`config.mk`:
```
export PLATFORM = sky130hd
export DESIGN_NAME = uart_cmd_parser_flat
export DESIGN_NICKNAME = d
export VERILOG_FILES = /design/src/rtl/uart_cmd_parser_if.sv /design/src/rtl/uart_cmd_parser.sv /design/src/flat_wrapper.sv
export SDC_FILE = /design/constraint.sdc
export NUM_CORES = 1
export LEC_CHECK = 0
export ABC_AREA = 1
export CORE_MARGIN = 2
export CORE_UTILIZATION = 25
export CTS_CLUSTER_SIZE = 30
export DETAILED_ROUTE_END_ITERATION = 10
export RECOVER_POWER = 50
export SLEW_MARGIN = 10
export SYNTH_ARGS = -nofsm -noshare
export SYNTH_HDL_FRONTEND = slang
export SYNTH_SLANG_ARGS = --single-unit
```
`constraint.sdc`:
```
create_clock -name clk -period 3.2 [get_ports clk]
set_clock_uncertainty 0.2 [all_clocks]
set_input_delay 0.64 -clock clk [delete_from_list [all_inputs] [get_ports clk]]
set_output_delay 0.64 -clock clk [all_outputs]
set_load 0.05 [all_outputs]
```
`src/rtl/uart_cmd_parser_if.sv`:
```
// Command handshake bundle between the UART command parser (master) and
// the AXI master stage (slave).
interface uart_cmd_parser_if #(
  parameter int unsigned AW = 32,
  parameter int unsigned DW = 32
);
  logic          cmd_valid;
  logic          cmd_ready;
  logic          cmd_write;
  logic [AW-1:0] cmd_addr;
  logic [DW-1:0] cmd_wdata;

  modport master (
    output cmd_valid, cmd_write, cmd_addr, cmd_wdata,
    input  cmd_ready
  );

  modport slave (
    input  cmd_valid, cmd_write, cmd_addr, cmd_wdata,
    output cmd_ready
  );
endinterface

```
`src/rtl/uart_cmd_parser.sv`:
```
// UART command parser: assembles framed host commands from received bytes
// and presents one read/write command per frame over a valid/ready handshake.
// Frame: SYNC, opcode (01 write / 02 read), address MSB first, data MSB first
// (writes only), then an XOR checksum byte when CMD_CHECKSUM_EN is defined.
// Reports overrun, bad opcode, checksum and inter-byte timeout errors.
module uart_cmd_parser #(
  parameter logic [7:0]  SYNC_BYTE  = 8'hA5,
  parameter int unsigned ADDR_BYTES = 4,
  parameter int unsigned DATA_BYTES = 4,
  parameter int unsigned TIMEOUT    = 100000
) (
  input  logic               clk,
  input  logic               resetn,
  input  logic               rx_done,
  input  logic [7:0]         rx_data,
  uart_cmd_parser_if.master  cmd,
  output logic               err_pulse,
  output logic [1:0]         err_code
);

  localparam int unsigned AW   = 8 * ADDR_BYTES;
  localparam int unsigned DW   = 8 * DATA_BYTES;
  localparam int unsigned MAXB = (ADDR_BYTES > DATA_BYTES) ? ADDR_BYTES : DATA_BYTES;
  localparam int unsigned CW   = (MAXB > 1) ? $clog2(MAXB) : 1;
  localparam int unsigned TW   = $clog2(TIMEOUT + 1);

  localparam logic [7:0] OP_WRITE = 8'h01;
  localparam logic [7:0] OP_READ  = 8'h02;

  localparam logic [1:0] ERR_OVERRUN = 2'd0;
  localparam logic [1:0] ERR_OPCODE  = 2'd1;
  localparam logic [1:0] ERR_TIMEOUT = 2'd3;
`ifdef CMD_CHECKSUM_EN
  localparam logic [1:0] ERR_CSUM    = 2'd2;
`endif

  typedef enum logic [2:0] {
    IDLE,
    OPCODE,
    ADDR,
    DATA,
`ifdef CMD_CHECKSUM_EN
    CSUM,
`endif
    ISSUE
  } state_t;

  state_t          state_q, state_d;
  logic [CW-1:0]   cnt_q, cnt_d;
  logic [TW-1:0]   tcnt_q, tcnt_d;
  logic            write_q, write_d;
  logic [AW-1:0]   addr_q, addr_d;
  logic [DW-1:0]   wdata_q, wdata_d;
  logic            err_pulse_q, err_pulse_d;
  logic [1:0]      err_code_q, err_code_d;
`ifdef CMD_CHECKSUM_EN
  logic [7:0]      csum_q, csum_d;
`endif

  logic            tmo_active;

  // State and datapath registers
  always_ff @(posedge clk or negedge resetn) begin
    if (!resetn) begin
      state_q     <= IDLE;
      cnt_q       <= '0;
      tcnt_q      <= '0;
      write_q     <= 1'b0;
      addr_q      <= '0;
      wdata_q     <= '0;
      err_pulse_q <= 1'b0;
      err_code_q  <= '0;
`ifdef CMD_CHECKSUM_EN
      csum_q      <= '0;
`endif
    end else begin
      state_q     <= state_d;
      cnt_q       <= cnt_d;
      tcnt_q      <= tcnt_d;
      write_q     <= write_d;
      addr_q      <= addr_d;
      wdata_q     <= wdata_d;
      err_pulse_q <= err_pulse_d;
      err_code_q  <= err_code_d;
`ifdef CMD_CHECKSUM_EN
      csum_q      <= csum_d;
`endif
    end
  end

  // Next-state, byte assembly, error and timeout logic
  always_comb begin
    state_d     = state_q;
    cnt_d       = cnt_q;
    tcnt_d      = '0;
    write_d     = write_q;
    addr_d      = addr_q;
    wdata_d     = wdata_q;
    err_pulse_d = 1'b0;
    err_code_d  = err_code_q;
`ifdef CMD_CHECKSUM_EN
    csum_d      = csum_q;
`endif
    tmo_active  = 1'b0;

    unique case (state_q)
      IDLE: begin
        if (rx_done && rx_data == SYNC_BYTE) begin
          state_d = OPCODE;
          cnt_d   = '0;
        end
      end

      OPCODE: begin
        tmo_active = 1'b1;
        if (rx_done) begin
          if (rx_data == OP_WRITE || rx_data == OP_READ) begin
            write_d = (rx_data == OP_WRITE);
            addr_d  = '0;
            wdata_d = '0;
            cnt_d   = '0;
            state_d = ADDR;
`ifdef CMD_CHECKSUM_EN
            csum_d  = rx_data;
`endif
          end else begin
            state_d     = IDLE;
            err_pulse_d = 1'b1;
            err_code_d  = ERR_OPCODE;
          end
        end
      end

      ADDR: begin
        tmo_active = 1'b1;
        if (rx_done) begin
          addr_d = (addr_q << 8) | AW'(rx_data);
`ifdef CMD_CHECKSUM_EN
          csum_d = csum_q ^ rx_data;
`endif
          if (cnt_q == CW'(ADDR_BYTES - 1)) begin
            cnt_d = '0;
            if (write_q) begin
              state_d = DATA;
            end else begin
`ifdef CMD_CHECKSUM_EN
              state_d = CSUM;
`else
              state_d = ISSUE;
`endif
            end
          end else begin
            cnt_d = cnt_q + CW'(1);
          end
        end
      end

      DATA: begin
        tmo_active = 1'b1;
        if (rx_done) begin
          wdata_d = (wdata_q << 8) | DW'(rx_data);
`ifdef CMD_CHECKSUM_EN
          csum_d  = csum_q ^ rx_data;
`endif
          if (cnt_q == CW'(DATA_BYTES - 1)) begin
            cnt_d = '0;
`ifdef CMD_CHECKSUM_EN
            state_d = CSUM;
`else
            state_d = ISSUE;
`endif
          end else begin
            cnt_d = cnt_q + CW'(1);
          end
        end
      end

`ifdef CMD_CHECKSUM_EN
      CSUM: begin
        tmo_active = 1'b1;
        if (rx_done) begin
          if (rx_data == csum_q) begin
            state_d = ISSUE;
          end else begin
            state_d     = IDLE;
            err_pulse_d = 1'b1;
            err_code_d  = ERR_CSUM;
          end
        end
      end
`endif

      ISSUE: begin
        // Bytes arriving while a command is pending are dropped, even SYNC.
        if (rx_done) begin
          err_pulse_d = 1'b1;
          err_code_d  = ERR_OVERRUN;
        end
        if (cmd.cmd_ready) begin
          state_d = IDLE;
        end
      end

      default: state_d = IDLE;
    endcase

    // An accepted byte clears the counter (default above); silence counts up.
    if (tmo_active && !rx_done) begin
      if (tcnt_q == TW'(TIMEOUT - 1)) begin
        state_d     = IDLE;
        err_pulse_d = 1'b1;
        err_code_d  = ERR_TIMEOUT;
      end else begin
        tcnt_d = tcnt_q + TW'(1);
      end
    end
  end

  assign cmd.cmd_valid = (state_q == ISSUE);
  assign cmd.cmd_write = write_q;
  assign cmd.cmd_addr  = addr_q;
  assign cmd.cmd_wdata = wdata_q;
  assign err_pulse     = err_pulse_q;
  assign err_code      = err_code_q;

endmodule

```
`src/flat_wrapper.sv`:
```
// flat-port wrapper written by rule: the top's interface ports become plain ports
module uart_cmd_parser_flat 
#(
  parameter logic [7:0]  SYNC_BYTE  = 8'hA5,
  parameter int unsigned ADDR_BYTES = 4,
  parameter int unsigned DATA_BYTES = 4,
  parameter int unsigned TIMEOUT    = 100000
)
  (clk, resetn, rx_done, rx_data, err_pulse, err_code, cmd_cmd_valid, cmd_cmd_write, cmd_cmd_addr, cmd_cmd_wdata, cmd_cmd_ready);
  uart_cmd_parser_if #(.AW(32), .DW(32)) cmd_i ();
  input  logic clk;
  input  logic resetn;
  input  logic rx_done;
  input  logic [7:0] rx_data;
  output logic err_pulse;
  output logic [1:0] err_code;
  output wire logic [$bits(cmd_i.cmd_valid)-1:0] cmd_cmd_valid;
  output wire logic [$bits(cmd_i.cmd_write)-1:0] cmd_cmd_write;
  output wire logic [$bits(cmd_i.cmd_addr)-1:0] cmd_cmd_addr;
  output wire logic [$bits(cmd_i.cmd_wdata)-1:0] cmd_cmd_wdata;
  input wire logic [$bits(cmd_i.cmd_ready)-1:0] cmd_cmd_ready;
  assign cmd_cmd_valid = cmd_i.cmd_valid;
  assign cmd_cmd_write = cmd_i.cmd_write;
  assign cmd_cmd_addr = cmd_i.cmd_addr;
  assign cmd_cmd_wdata = cmd_i.cmd_wdata;
  assign cmd_i.cmd_ready = cmd_cmd_ready;
  uart_cmd_parser #(.SYNC_BYTE(SYNC_BYTE), .ADDR_BYTES(ADDR_BYTES), .DATA_BYTES(DATA_BYTES), .TIMEOUT(TIMEOUT)) u_core (.clk(clk), .resetn(resetn), .rx_done(rx_done), .rx_data(rx_data), .cmd(cmd_i), .err_pulse(err_pulse), .err_code(err_code));
endmodule
```
==> flow_metrics.env, run 1 <==
export IMPL_status="completed"
export IMPL_synth_avg_cell_area_um2=8.09
export IMPL_start_util_pct=25.7
export IMPL_grt_first_pass_wirelength_um=15800
export IMPL_synth_top_area_share_pct=57.4
export IMPL_avgViaCountPerCell=4.12
export IMPL_dpl_hpwl_um=6670
export IMPL_cts_root_buffer="clkbuf_16"
export IMPL_power_density_nw_per_um2=455
export IMPL_worstMarginPinSlew_ns=1.31
export IMPL_period_needed_ns=2.90
export IMPL_rsz0062_at_grt="no"
export IMPL_via_count=3242
export IMPL_first_global_vias=3190
export IMPL_cts_clk_slew_worst_paths_ns=0.06
export IMPL_critPathMaxFanout=4
export IMPL_cts_resized=0
export IMPL_hold_slack_ns=0.263
export IMPL_cts_htree_levels=3
export IMPL_die_width_um=129
export IMPL_finalMaxSlewViolations=0
export IMPL_yosys_most_used_dff="dfrtp_1"
export IMPL_cts_max_path_buffers=2
export IMPL_worstPathArrival_ns=2.06
export IMPL_cts_sinks=90
export IMPL_synth_distinct_cells=27
export IMPL_synth_area_leader_cell="dfrtp_1"
export IMPL_grt_util_all_layers_pct=11.9
export IMPL_drt_total_wl_um=9360
export IMPL_nets=584
export IMPL_cts_hold_buffers=0
export IMPL_antenna_found_initial=0
export IMPL_min_path_type="flop to flop"
export IMPL_n_antenna_cell=0
export IMPL_grt_max_degree=54
export IMPL_drt_iter0_drc=216
export IMPL_syn_to_final_growth_pct=34.3
export IMPL_post_drt_wl_per_cell_um=11.9
export IMPL_gr_total_overflow=0
export IMPL_die_h_um=129
export IMPL_leakage_nw=2.68
export IMPL_io_buffers=80
export IMPL_std_cell_rows=45
export IMPL_synth_edf_count=0
export IMPL_yosysSeqAreaShare_pct=57.4
export IMPL_io_pins=81
export IMPL_peakVddDrop_uv=222
export IMPL_critPathKind="flop to output pin"
export IMPL_tns_ns=0
export IMPL_clock_latency_ns=0.34
export IMPL_max_cap_viol_count=0
export IMPL_drt_first_pass_iters=5
export IMPL_ys_ff_latch=90
export IMPL_hold_viol_final=0
export IMPL_die_area_um2=16700
export IMPL_clock_fmax_mhz=345
export IMPL_drive_gt1_share_pct=5.04
export IMPL_end_kind="output pin"
export IMPL_slew_headroom_pct=12.6
export IMPL_cts_made_buffers=9
export IMPL_synthArstFlopShare_pct=100
export IMPL_cts_tree="built"
export IMPL_synth_nets=499
export IMPL_start_kind="flop"
export IMPL_synth_area_leaders="dfrtp_1 57%, nand2_1 23%, nor2_1 4.7%"
export IMPL_drc=0
export IMPL_synth_common_cells="245 x nand2_1, 90 x dfrtp_1, 49 x nor2_1"
export IMPL_synthesis_area_um2=3930
export IMPL_critPathRequiredTime_ns=2.36
export IMPL_syn_inst=485
export IMPL_antenna_left=0
export IMPL_gp_congestion=0.855
export IMPL_coreArea_um2=15300
export IMPL_ys_warn_count=0
export IMPL_synth_most_common_cell="nand2_1"
export IMPL_min_period_over_period_pct=90.5
export IMPL_postCtsSetupBuffers=0
export IMPL_setup_viol=0
## cell type report
cell class | count | area [um^2]
multi-input cells | 352 | 1480
repair buffers | 87 | 838
well taps | 211 | 264
clock buffers | 13 | 280
flip-flops and latches | 90 | 2250
clock inverters | 3 | 45.0
inverters | 30 | 113
fillers | 1565 | 9990
## power breakdown
part	switching [mW]	internal, mW
clock network	0.432	0.690
registers	0.00813	1.15
logic	0.0840	0.0343
total	0.524	1.87
## logic make-up after synthesis
family	count (synthesis)	share of synthesized area, %
flops	90	57.4
fa+ha+maj	2	0.637
compound gates	16	2.39
xor+xnor	5	1.12
simple gates	329	33.6
buf+inv	43	4.88
## worst paths after layout
kind | to | startpoint | cells after the start | slack (ns)
max | cmd_cmd_valid | u_core.state_q[0] | 4 | 0.30
min | u_core.cmd.cmd_addr[29] | u_core.cmd.cmd_addr[29] | 2 | 0.26
max reg2reg | u_core.tcnt_q[9] | u_core.tcnt_q[0] | 9 | 1.07
min reg2reg | u_core.cmd.cmd_addr[29] | u_core.cmd.cmd_addr[29] | 2 | 0.26
max in group asynchronous | u_core.state_q[0] | resetn | 2 | 0.82
min in group asynchronous | u_core.cmd.cmd_wdata[27] | resetn | 1 | 0.38
## layer usage
metal  track usage, %  share of wire, %
met5                0                 0
met4             5.12               2.0
met3             2.39               3.8
met2             18.3                46
met1             16.4                48
## cells in the final DEF (no fill, tap or decap), types with 5 or more instances in the layout
cell type / n
dfrtp_1: 90
clkdlybuf4s50_1: 69
dlygate4sd3_1: 10
clkbuf_16: 9
a21oi_1: 5
o21ai_0: 7
nor3_1: 9
nand4_1: 5
nand2_1: 245
nor2_1: 49
inv_1: 29
nand3_1: 14
## per-stage QoR
stage / util [%] / worst slack [ns] / cells / area (um^2) / total power, mW
final: 34.5 / 0.303 / 786 / 5270 / 2.40
after global routing: 34.5 / 0.177 / 786 / 5270 / 2.50
after CTS: 34.8 / 0.235 / 786 / 5310 / 2.43
after detailed placement: 32.6 / 0.610 / 770 / 4980 / 1.30
after global placement: 32.6 / 0.607 / 770 / 4980 / 1.30
after floorplan: - / 1.01 / 485 / 3930 / 1.23
## registers in the layout (all words and copies together) (netlist names)
name and count:
u_core.cmd.cmd_addr 32, u_core.cmd.cmd_wdata 32, u_core.tcnt_q 17, u_core.state_q 3
u_core.cnt_q 2, u_core.err_code 2, u_core.cmd.cmd_write 1, u_core.err_pulse 1
## worst max-delay path: stages, from the launching register on
cell,delay (ns)
dfrtp_1,0.44
nor2_1,0.17
inv_1,0.10
nor2_1,0.17
clkdlybuf4s50_1,0.84
Note: power is estimated with default switching activity, not from simulation.
==> inputs of run 2 (changes only) <==
==> constraint.sdc (replaced) <==
create_clock -name clk -period 2.9 [get_ports clk]
set_clock_uncertainty 0.2 [all_clocks]
set_input_delay 0.58 -clock clk [delete_from_list [all_inputs] [get_ports clk]]
set_output_delay 0.58 -clock clk [all_outputs]
set_load 0.05 [all_outputs]
==> run 2 against run 1 <==
Net effect:
- core utilization barely moved
- sequential cell count is the same
- routed wire length rose by 1.4%
- global-route usage increased by 0.34 points
- total power grew 9.6%
- sequential share of layout area about the same
- via count grew 1.3%
- critical path type is now primary input to flop
==> flow_metrics.env, run 2 (synthesized netlist as in run 1, its figures left out) <==
export IMPL_grt_first_pass_wirelength_um=16000
export IMPL_gp_congestion=0.797
export IMPL_drt_total_wl_um=9500
export IMPL_die_h_um=129
export IMPL_layout_commonest_cell="nand2_1"
export IMPL_clock_fmax_mhz=412
export IMPL_clock_latency_ns=0.35
export IMPL_period_needed_ns=2.43
export IMPL_min_period_over_period_pct=83.8
export IMPL_cp_slowest_stage_delay_ns=0.51
export IMPL_r2r_worst_path_cells=8
export IMPL_power_total_mw=2.63
export IMPL_grt_util_all_layers_pct=12.3
export IMPL_drt_first_pass_iters=4
export IMPL_cts_max_path_buffers=2
export IMPL_coreArea_um2=15300
export IMPL_end_kind="flop"
export IMPL_cp_depth=10
export IMPL_min_path_type="primary input to asynchronous set/reset pin"
export IMPL_hold_viol_final=0
export IMPL_cts_sinks=90
export IMPL_post_drt_wl_per_cell_um=12.1
export IMPL_cpMostUsedCell="nand2_1"
export IMPL_grt_max_degree=51
export IMPL_worst_path_buf_inv=2
export IMPL_cts_tree="built"
export IMPL_io_pins=81
export IMPL_worstMarginPinSlew_ns=1.06
export IMPL_worstPathArrival_ns=2.46
export IMPL_first_global_vias=3200
export IMPL_peakVddDrop_uv=270
export IMPL_max_cap_viol_count=0
export IMPL_cts_hold_buffers=0
export IMPL_postCtsSetupBuffers=0
export IMPL_antenna_found_initial=0
export IMPL_cts_made_buffers=9
export IMPL_leakage_nw=2.65
export IMPL_power_density_nw_per_um2=498
export IMPL_start_util_pct=25.7
export IMPL_final_cell_mix="245 x nand2_1, 90 x dfrtp_1, 77 x clkdlybuf4s50_1"
export IMPL_cts_htree_levels=3
export IMPL_slew_headroom_pct=29.2
export IMPL_via_count=3285
export IMPL_avgViaCountPerCell=4.18
export IMPL_critPathRequiredTime_ns=2.93
export IMPL_setup_viol=0
export IMPL_std_cell_rows=45
export IMPL_tns_ns=0
export IMPL_antenna_left=0
export IMPL_drt_iter0_drc=252
export IMPL_die_area_um2=16700
export IMPL_die_width_um=129
export IMPL_drc=0
export IMPL_cts_clk_slew_worst_paths_ns=0.07
export IMPL_status="completed"
export IMPL_critPathMaxFanout=32
export IMPL_cp_slowest_cell="clkdlybuf4s50_1"
export IMPL_crit_chain="clkdlybuf4s50_1, nor2_1, nand2_1, nor2_1, nand2_1, nand2_1, nand3_2, clkbuf_2, nand2_1, nand2_1"
export IMPL_gr_total_overflow=0
export IMPL_finalMaxSlewViolations=0
export IMPL_cts_root_buffer="clkbuf_16"
export IMPL_n_antenna_cell=0
export IMPL_drive_gt1_share_pct=5.23
export IMPL_nets=583
export IMPL_rsz0062_at_grt="no"
export IMPL_start_kind="primary input"
export IMPL_critPathTopFamily="simple AND/OR/NAND/NOR gates"
export IMPL_syn_to_final_growth_pct=34.3
export IMPL_io_buffers=80
export IMPL_critPathKind="primary input to flop"
export IMPL_dpl_hpwl_um=6720
export IMPL_cts_resized=0
[run 2: final timing paths]
| check | from | end | slack [ns] |
|---|---|---|---|
| hold reg to reg | u_core.tcnt_q[0] | u_core.tcnt_q[0] | 0.27 |
| setup / recovery | rx_data[7] | u_core.cmd.cmd_wdata[23] | 0.47 |
| setup reg to reg | u_core.state_q[2] | u_core.cmd.cmd_wdata[23] | 0.82 |
| min in group clk | u_core.tcnt_q[0] | u_core.tcnt_q[0] | 0.27 |
| hold / removal | resetn | u_core.cmd.cmd_addr[19] | 0.21 |
| max in group asynchronous | resetn | u_core.state_q[0] | 1.46 |
[run 2: power breakdown]
part | total, mW | internal (mW) | switching, mW
Clock | 1.22 | 0.702 | 0.515
Combinational | 0.134 | 0.0402 | 0.0933
Sequential | 1.28 | 1.27 | 0.00932
Total | 2.63 | 2.01 | 0.618
[run 2: per-stage QoR]
| stage | hold WS, ns | util, % | instances | setup WS [ns] | cell area [um^2] |
|---|---|---|---|---|---|
| after floorplan | 0.0844 | - | 485 | 0.767 | 3930 |
| after global placement | 0.250 | 32.7 | 769 | 0.404 | 4980 |
| after detailed placement | 0.258 | 32.7 | 769 | 0.366 | 4980 |
| after CTS | 0.0326 | 34.7 | 785 | 0.503 | 5290 |
| after global routing | 0.294 | 34.6 | 785 | 0.244 | 5270 |
| final | 0.210 | 34.6 | 785 | 0.471 | 5270 |
[run 2: area by class of cell]
| class | count | area [um^2] |
|---|---|---|
| fill | 1550 | 9990 |
| tap | 211 | 264 |
| multi-input combinational | 352 | 1480 |
| clock buffer | 10 | 239 |
| sequential | 90 | 2250 |
| timing repair buffer | 86 | 855 |
| inverter | 30 | 113 |
| clock inverter | 6 | 71.3 |
[run 2: metal layers]
metal	global-route usage [%]	up-vias	part of all wire (%)
met1	15.9	1531	47
met3	4.54	16	5.0
met5	0	-	0
met2	18.6	73	46
met4	4.80	0	2.4
li1	-	1665	-
==> inputs of run 3 (changes only) <==
==> constraint.sdc (replaced) <==
create_clock -name clk -period 2.3 [get_ports clk]
set_clock_uncertainty 0.2 [all_clocks]
set_input_delay 0.46 -clock clk [delete_from_list [all_inputs] [get_ports clk]]
set_output_delay 0.46 -clock clk [all_outputs]
set_load 0.05 [all_outputs]
==> run 3 against run 2 <==
Net effect:
- final cell count increased by 1.9%
- sequential power rose by 26%
- first-iteration DRC count rose by 32%
- global-route usage decreased by 0.34 points
- register-to-register slack worse by 0.40 ns
- core utilization grew 0.54 points
- count of clock-buffer cells in the layout increased by 1
- worst setup slack worse by 0.40 ns
- combinational power rose by 35%
- critical path depth shrank 9
- total power increased by 21%
- largest cell class unchanged
==> flow_metrics.env, run 3 (synthesized netlist as in run 1, its figures left out) <==
export IMPL_die_area_um2=16700
export IMPL_rsz0062_at_grt="no"
export IMPL_start_util_pct=25.7
export IMPL_gp_congestion=0.765
export IMPL_hold_slack_ns=0.273
export IMPL_grt_first_pass_wirelength_um=16100
export IMPL_antenna_found_initial=0
export IMPL_drive_gt1_share_pct=7.13
export IMPL_die_width_um=129
export IMPL_via_count=3376
export IMPL_antenna_left=0
export IMPL_slew_headroom_pct=15.3
export IMPL_min_period_over_period_pct=96.8
export IMPL_drt_total_wl_um=9500
export IMPL_std_cell_rows=45
export IMPL_io_pins=81
export IMPL_peakVddDrop_uv=330
export IMPL_cp_slowest_cell="clkdlybuf4s50_1"
export IMPL_leakage_nw=2.70
export IMPL_worstMarginPinSlew_ns=1.27
export IMPL_cts_sinks=90
export IMPL_final_cells=800
export IMPL_critPathKind="flop to output pin"
export IMPL_clock_fmax_mhz=449
export IMPL_final_area_um2=5360
export IMPL_gr_total_overflow=0
export IMPL_min_path_type="flop to flop"
export IMPL_tns_ns=0
export IMPL_io_buffers=80
export IMPL_power_density_nw_per_um2=592
export IMPL_cts_root_buffer="clkbuf_16"
export IMPL_cts_max_path_buffers=2
export IMPL_max_cap_viol_count=0
export IMPL_syn_to_final_growth_pct=36.4
export IMPL_cts_clk_slew_worst_paths_ns=0.07
export IMPL_n_antenna_cell=0
export IMPL_dp_cells=783
export IMPL_final_cell_mix="245 x nand2_1, 90 x dfrtp_1, 69 x clkdlybuf4s50_1"
export IMPL_worstPathArrival_ns=1.57
export IMPL_critPathMaxFanout=3
export IMPL_period_needed_ns=2.23
export IMPL_crit_chain="clkdlybuf4s50_1"
export IMPL_cts_hold_buffers=1
export IMPL_worst_path_buf_inv=1
export IMPL_cts_tree="built"
export IMPL_drt_iter0_drc=333
export IMPL_cts_made_buffers=9
export IMPL_status="completed"
export IMPL_layout_commonest_cell="nand2_1"
export IMPL_hold_viol_final=0
export IMPL_coreArea_um2=15300
export IMPL_switching_power_uw=747
export IMPL_pwr_share_clk_pct=43.5
export IMPL_die_h_um=129
export IMPL_critPathTopFamily="buffers and inverters"
export IMPL_cp_slowest_stage_delay_ns=0.83
export IMPL_first_global_vias=3232
export IMPL_critPathRequiredTime_ns=1.64
export IMPL_cts_htree_levels=3
export IMPL_pwr_share_comb_pct=5.7
export IMPL_setup_viol=0
export IMPL_end_kind="output pin"
export IMPL_grt_util_all_layers_pct=11.9
export IMPL_finalMaxSlewViolations=0
export IMPL_nets=598
export IMPL_drt_first_pass_iters=4
export IMPL_clock_latency_ns=0.34
export IMPL_cts_resized=0
export IMPL_dpl_hpwl_um=6970
export IMPL_power_internal_mw=2.42
export IMPL_drc=0
export IMPL_avgViaCountPerCell=4.22
export IMPL_post_drt_wl_per_cell_um=11.9
export IMPL_dpl_cell_area_um2=5120
export IMPL_switching_share_pct=23.6
export IMPL_grt_max_degree=39
export IMPL_seqPwrFrac_pct=50.7
export IMPL_postCtsSetupBuffers=0
export IMPL_ff2ff_setup_slack_ns=0.42
export IMPL_start_kind="flop"
run 3: cell count changes in the layout (fill, tap and decap cells not counted), sizes merged, moves of 2 or more:
cell	before	now
buf	4	20
clkdlybuf4s50	77	69
clkbuf	14	20
dlygate4sd3	1	3
inv	33	31
run 3: path summary, 6_finish.rpt:
check | to | depth (start not counted) | from
min in group asynchronous | u_core.cmd.cmd_wdata[26] | 2 | resetn
max in group asynchronous | u_core.cmd.cmd_addr[21] | 3 | resetn
setup reg to reg | u_core.state_q[1] | 8 | u_core.tcnt_q[0]
hold reg to reg | u_core.cmd.cmd_addr[27] | 2 | u_core.cmd.cmd_addr[27]
setup / recovery | cmd_cmd_wdata[10] | 1 | u_core.cmd.cmd_wdata[10]
hold / removal | u_core.cmd.cmd_addr[27] | 2 | u_core.cmd.cmd_addr[27]
run 3: power by group through the flow:
stage | logic [mW] | registers, mW | clock network [mW]
2_1_floorplan | 0.0253 | 1.68 | 0
3_3_place_gp | 0.187 | 1.64 | 0
3_5_place_dp | 0.190 | 1.64 | 0
4_1_cts | 0.192 | 1.61 | 1.42
5_1_grt | 0.198 | 1.61 | 1.47
6_report | 0.181 | 1.61 | 1.38
run 3: per-layer routing:
layer,vias to the layer above,GRT usage [%],part of all wire (%)
met1,1605,15.5,47
li1,1688,-,-
met5,-,0,0
met4,0,3.71,1.3
met2,73,19.7,48
met3,10,2.89,4.3
run 3: cell type report:
| cell class | count | area, um^2 |
|---|---|---|
| clock buffers | 11 | 243 |
| clock inverters | 5 | 37.5 |
| fillers | 1573 | 9900 |
| inverters | 30 | 113 |
| multi-input cells | 352 | 1480 |
| flip-flops and latches | 90 | 2250 |
| well taps | 211 | 264 |
| repair buffers | 101 | 967 |
run 3: metrics by stage:
stage	utilization [%]	setup slack, ns	power [mW]
after CTS	35.5	0.0595	3.22
after global routing	35.1	0.0168	3.28
after global placement	33.6	0.122	1.83
after floorplan	-	0.269	1.71
after detailed placement	33.6	0.0576	1.83
final	35.1	0.0726	3.17
